$ cat src/rtl/cast_output_port_stage_if.sv
// Output link of one router port: flit data with its one-hot VC, valid/ready handshake.
`ifndef PN
`define PN 5
`endif
`ifndef VN
`define VN 4
`endif
`ifndef DW
`define DW 32
`endif

interface cast_output_port_stage_if;
  logic [`DW-1:0] data;
  logic [`VN-1:0] vc;
  logic           valid;
  logic           ready;

  modport master (output data, output vc, output valid, input ready);
  modport slave  (input data, input vc, input valid, output ready);
endinterface

$ cat src/rtl/cast_output_port_stage.sv
// Per-output-port switch stage: round-robin over every (input port, VC) requester
// targeting this port, one transfer per cycle into a 2-entry link buffer.
`ifndef PN
`define PN 5
`endif
`ifndef VN
`define VN 4
`endif
`ifndef DW
`define DW 32
`endif

module cast_output_port_stage #(
  parameter int PORT_ID = 0
) (
  input  logic                  clk,
  input  logic                  rstn,
  input  logic [`DW-1:0]        data_i     [`PN][`VN],
  input  logic                  valid_i    [`PN][`VN],
  input  logic [`PN-1:0]        req_port_i [`PN][`VN],
  output logic                  ready_o    [`PN][`VN],
  cast_output_port_stage_if.master link
);

  localparam int N  = `PN * `VN;
  localparam int PW = (N > 1) ? $clog2(N) : 1;

  logic [N-1:0]   req;
  logic [`DW-1:0] req_data [N];
  logic [PW-1:0]  ptr;
  logic [PW-1:0]  win;
  logic [PW-1:0]  cand;
  logic           found;
  logic           grant;
  logic           pop;
  logic [`VN-1:0] win_vc;
  logic [`DW-1:0] win_data;
  logic [1:0]     count;
  logic [`DW-1:0] head_data, tail_data;
  logic [`VN-1:0] head_vc, tail_vc;
  int             idx;

  always_comb begin
    req = '0;
    for (int p = 0; p < `PN; p++) begin
      for (int v = 0; v < `VN; v++) begin
        req[p*`VN+v]      = valid_i[p][v] & req_port_i[p][v][PORT_ID];
        req_data[p*`VN+v] = data_i[p][v];
      end
    end
  end

  // Search starts at ptr and wraps explicitly at N, which need not be a power of two.
  always_comb begin
    found = 1'b0;
    win   = '0;
    idx   = 0;
    cand  = '0;
    for (int k = 0; k < N; k++) begin
      idx = int'(ptr) + k;
      if (idx >= N) idx = idx - N;
      cand = PW'(idx);
      if (!found && req[cand]) begin
        found = 1'b1;
        win   = cand;
      end
    end
  end

  // Grant depends only on requests, ptr and registered occupancy, never on the link ready.
  assign grant    = found && (count != 2'd2) && rstn;
  assign win_vc   = `VN'(1) << (int'(win) % `VN);
  assign win_data = req_data[win];
  assign pop      = (count != 2'd0) && link.ready;

  always_comb begin
    for (int p = 0; p < `PN; p++) begin
      for (int v = 0; v < `VN; v++) begin
        ready_o[p][v] = grant && (int'(win) == p*`VN+v);
      end
    end
  end

  // Head entry always holds the oldest flit and is zero when the buffer is empty.
  always_ff @(posedge clk or negedge rstn) begin
    if (!rstn) begin
      ptr       <= '0;
      count     <= 2'd0;
      head_data <= '0;
      head_vc   <= '0;
      tail_data <= '0;
      tail_vc   <= '0;
    end else begin
      if (grant) begin
        if (int'(win) == N-1) ptr <= '0;
        else                  ptr <= win + 1'b1;
      end
      case ({grant, pop})
        2'b11: begin
          head_data <= win_data;
          head_vc   <= win_vc;
        end
        2'b01: begin
          head_data <= tail_data;
          head_vc   <= tail_vc;
          tail_data <= '0;
          tail_vc   <= '0;
          count     <= count - 2'd1;
        end
        2'b10: begin
          if (count == 2'd0) begin
            head_data <= win_data;
            head_vc   <= win_vc;
          end else begin
            tail_data <= win_data;
            tail_vc   <= win_vc;
          end
          count <= count + 2'd1;
        end
        default: ;
      endcase
    end
  end

  assign link.data  = head_data;
  assign link.vc    = head_vc;
  assign link.valid = (count != 2'd0);

endmodule

$ cat src/flat_wrapper.sv
// flat-port wrapper written by rule: the top's interface ports become plain ports
module cast_output_port_stage_flat 
#(
  parameter int PORT_ID = 0
)
  (clk, rstn, data_i, valid_i, req_port_i, ready_o, link_data, link_vc, link_valid, link_ready);
  cast_output_port_stage_if link_i ();
  input  logic clk;
  input  logic rstn;
  input  logic [`DW-1:0] data_i[`PN][`VN];
  input  logic valid_i[`PN][`VN];
  input  logic [`PN-1:0] req_port_i[`PN][`VN];
  output logic ready_o[`PN][`VN];
  output wire logic [$bits(link_i.data)-1:0] link_data;
  output wire logic [$bits(link_i.vc)-1:0] link_vc;
  output wire logic [$bits(link_i.valid)-1:0] link_valid;
  input wire logic [$bits(link_i.ready)-1:0] link_ready;
  assign link_data = link_i.data;
  assign link_vc = link_i.vc;
  assign link_valid = link_i.valid;
  assign link_i.ready = link_ready;
  cast_output_port_stage #(.PORT_ID(PORT_ID)) u_core (.clk(clk), .rstn(rstn), .data_i(data_i), .valid_i(valid_i), .req_port_i(req_port_i), .ready_o(ready_o), .link(link_i));
endmodule
$ cat config.mk
export PLATFORM = sky130hd
export DESIGN_NAME = cast_output_port_stage_flat
export DESIGN_NICKNAME = d
export VERILOG_FILES = /design/src/rtl/cast_output_port_stage_if.sv /design/src/rtl/cast_output_port_stage.sv /design/src/flat_wrapper.sv
export SDC_FILE = /design/constraint.sdc
export NUM_CORES = 1
export LEC_CHECK = 0
export ABC_AREA = 1
export CORE_AREA = 2 2 317 319
export CTS_CLUSTER_SIZE = 16
export DETAILED_ROUTE_END_ITERATION = 7
export DIE_AREA = 0 0 319 321
export SYNTH_ARGS = -nofsm -noshare
export SYNTH_HDL_FRONTEND = slang
export SYNTH_SLANG_ARGS = --single-unit
$ cat constraint.sdc
create_clock -name clk -period 13.16 [get_ports clk]
set_input_delay 2.632 -clock clk [delete_from_list [all_inputs] [get_ports clk]]
set_output_delay 2.632 -clock clk [all_outputs]
set_load 0.1 [all_outputs]
==> flow_summary_export.csv, run 1 <==
group,metric,value,unit
drt,drt_iter0_drc,2248,
yosys,synth_edf_count,0,
min_path,whs_path_depth,2,
sta,fin_crit_sh,88.4,%
yosys,async_flop_share,100,%
sta,setup_viol,0,
clock_network,cts-root-buf,"clkbuf_16",
clock_network,tritoncts,"done",
sta,max_freq,86.0,MHz
worst_setup_path,path_class,"input pin to primary output",
yosys,synth.net_count,3930,
global_route,grt_pass1_vias,21100,
floorplanning,fp-row-count,116,
layout,layout-drive-gt1-share,3.53,%
sta,fin_ws,1.53,ns
floorplanning,io_pins,820,
worst_setup_path,cp.arrival,9.00,ns
floorplanning,start_util,16.4,%
sta,rsz0062_at_grt,"no",
sta,fin_setup_tns,0,ns
floorplanning,dieArea,102000,um2
drt,drtPass1Iterations,6,
worst_setup_path,cp_top_family,"simple AND/OR/NAND/NOR gates",
global_route,grt_pass1_wl,149000,um
floorplanning,die_y,321,um
sta,worstMarginPinSlew,1.10,ns
layout,final_area,24900,um2
drt,routed_via_density,4.57,
worst_setup_path,cpMostUsedCell,"nand2_1",
worst_setup_path,critPathBufInv,6,
placement,portBuffers,739,
sta,period_minus_slack,11.63,ns
layout,area_delta_synth_final,53.4,%
drt,num_vias,22900,
clock_network,cts_buffer_depth,2,
yosys,ys_ff_latch,79,
clock_network,cts_setup_buffers,0,
floorplanning,die_w,319,um
yosys,syn_area,16200,um2
sta,finClkSkew,0.0181,ns
sta,slew_headroom,26.2,%
drt,post-route-drc-count,0,
clock_network,cts_resized,0,
global_route,grt_max_degree,171,
worst_setup_path,cpPeakStageDelay,1.14,ns
worst_setup_path,cp_num_cells,30,
worst_setup_path,cp-start-kind,"input pin",
placement,gp_congestion,0.959,
sta,final_max_slew_viol_count,0,
yosys,synthFlopType,"dfrtp_1",
sta,hold-worst-slack,0.477,ns
run_status,outcome,"completed",
yosys,ys_seq_area_share,12.2,%
clock_network,htreeDepth,3,
sta,hold_viol_final,0,
clock_network,clkTransAtPathRegs,0.06,ns
worst_setup_path,reg2regPathDepth,32,
yosys,synth.distinct_cells,55,
placement,post-place-ws,1.52,ns
layout,fill_cells,11400,
global_route,antenna_found_initial,49,
layout,layout_common_cells,"nand2_1, clkdlybuf4s50_1, nand3_1, inv_1, nor2_1",
drt,routedWlPerCell,21.4,um
worst_setup_path,cp.required,10.53,ns
job,max-cap-violations,0,
yosys,yosysWarnings,0,
yosys,avgSynthCellArea,5.20,um2
worst_setup_path,slowest_stage,"clkdlybuf4s50_1",
worst_setup_path,cp-end-kind,"primary output",
clock_network,numCtsBuffers,9,
drt,routed_wl,108000,um
global_route,grt_usage,19.9,%
clock_network,cts_sinks,79,
min_path,min_path_type,"flop to flop",
layout,fin_nets,4518,
clock_network,ctsHoldBuffers,0,
placement,post-dp-hpwl,87200,um
global_route,grt-ovfl-total,0,
drt,antenna_left,0,
worst_setup_path,crit_fanout,59,
yosys,synthCells,3121,
floorplanning,core-area,99300,um2
placement,placedInstanceArea,24600,um2
clock_network,worstSkewPairLatency,0.35,ns
layout,mostFrequentLayoutCell,"nand2_1",
## final timing paths
check / start / slack, ns / to
hold reg to reg: u_core.link.data[13]$_DFFE_PN0P_ / 0.48 / u_core.link.data[13]$_DFFE_PN0P_
min in group asynchronous: rstn / 2.26 / u_core.link.vc[1]$_DFFE_PN0P_
setup reg to reg: u_core.ptr[1]$_DFFE_PN0P_ / 4.05 / u_core.tail_data[15]$_DFFE_PN0P_
setup / recovery: valid_i[19] / 1.53 / ready_o[9]
hold / removal: u_core.link.data[13]$_DFFE_PN0P_ / 0.48 / u_core.link.data[13]$_DFFE_PN0P_
max in group asynchronous: rstn / 9.91 / u_core.tail_data[25]$_DFFE_PN0P_
## worst register-to-register path: cells and delay by family, from the launching register on
kind                       cells  cell delay (ns)
and+or+nand+nor               21             3.15
AOI/OAI and AO/OA              3             1.08
adders and majority gates      1             0.52
DFF                            1             0.36
buffers and inverters          7             3.87
## Yosys cell counts (19+ instances only)
library cell | instances | area share [%]
nor2_1 | 99 | 2.3
inv_1 | 373 | 8.6
buf_2 | 109 | 3.4
o21ai_0 | 83 | 2.6
buf_4 | 32 | 1.5
nor3_1 | 19 | 0.59
nand2_1 | 1184 | 27
nand4_1 | 46 | 1.8
o21ai_1 | 76 | 2.3
clkbuf_1 | 41 | 0.95
nand3b_1 | 81 | 3.7
ha_1 | 45 | 3.5
a21oi_1 | 62 | 1.9
xor2_1 | 20 | 1.1
dfrtp_1 | 79 | 12
nand3_1 | 629 | 19
## routing by layer
metal	track usage, %	up-vias	wire [um]
met1	24.5	10600	43300
met5	0	-	184
met2	35.6	975	53400
met3	3.53	157	7900
met4	5.10	30	2890
li1	-	11200	-
## kinds of logic after synthesis
group / count (synthesis) / share of synthesized area (%)
AO/OA/AOI/OAI: 280 / 9.57
adder cells (fa/ha/maj): 46 / 3.59
multiplexers: 2 / 0.131
flip-flops: 79 / 12.2
buffers and inverters: 583 / 15.4
XOR/XNOR: 28 / 1.65
AND/OR/NAND/NOR: 2103 / 57.5
## layout make-up
cell class / count / area, um2 / area share [%]
tap: 1298 / 1620 / 6.52
sequential: 79 / 1980 / 7.94
antenna: 6 / 15.0 / 0.0603
timing repair buffer: 769 / 7660 / 30.8
multi-input combinational: 2459 / 11800 / 47.6
inverter: 391 / 1480 / 5.92
clock inverter: 7 / 75.1 / 0.301
clock buffer: 9 / 225 / 0.904
## sequential cells by signal, summed over array words and instances, names as in the netlist
signal / cells
u_core.link.data: 32
u_core.tail_data: 32
u_core.ptr: 5
u_core.link.vc: 4
u_core.tail_vc: 4
u_core.count: 2
## stage by stage
stage                     utilization, %  std cells
after floorplan                        -       3121
after global placement              24.8       4996
after detailed placement            24.8       4996
after CTS                           25.1       5012
after global routing                25.1       5015
final                               25.1       5018
Power of run 1 is left out: the tool's default activity adds up to more than one toggle a clock period on the data nets, which glitch-free logic cannot reach.
==> run 2: changes to the inputs <==
--- a/config.mk
+++ b/config.mk
@@ -7,6 +7,7 @@
 export LEC_CHECK = 0
 export ABC_AREA = 1
 export CORE_AREA = 2 2 317 319
+export CTS_CLUSTER_DIAMETER = 60
 export CTS_CLUSTER_SIZE = 16
 export DETAILED_ROUTE_END_ITERATION = 7
 export DIE_AREA = 0 0 319 321
==> results of run 2 <==
Final layout, timing and power as in run 1 (identical DEF).
Power of run 2 is left out for the same reason.
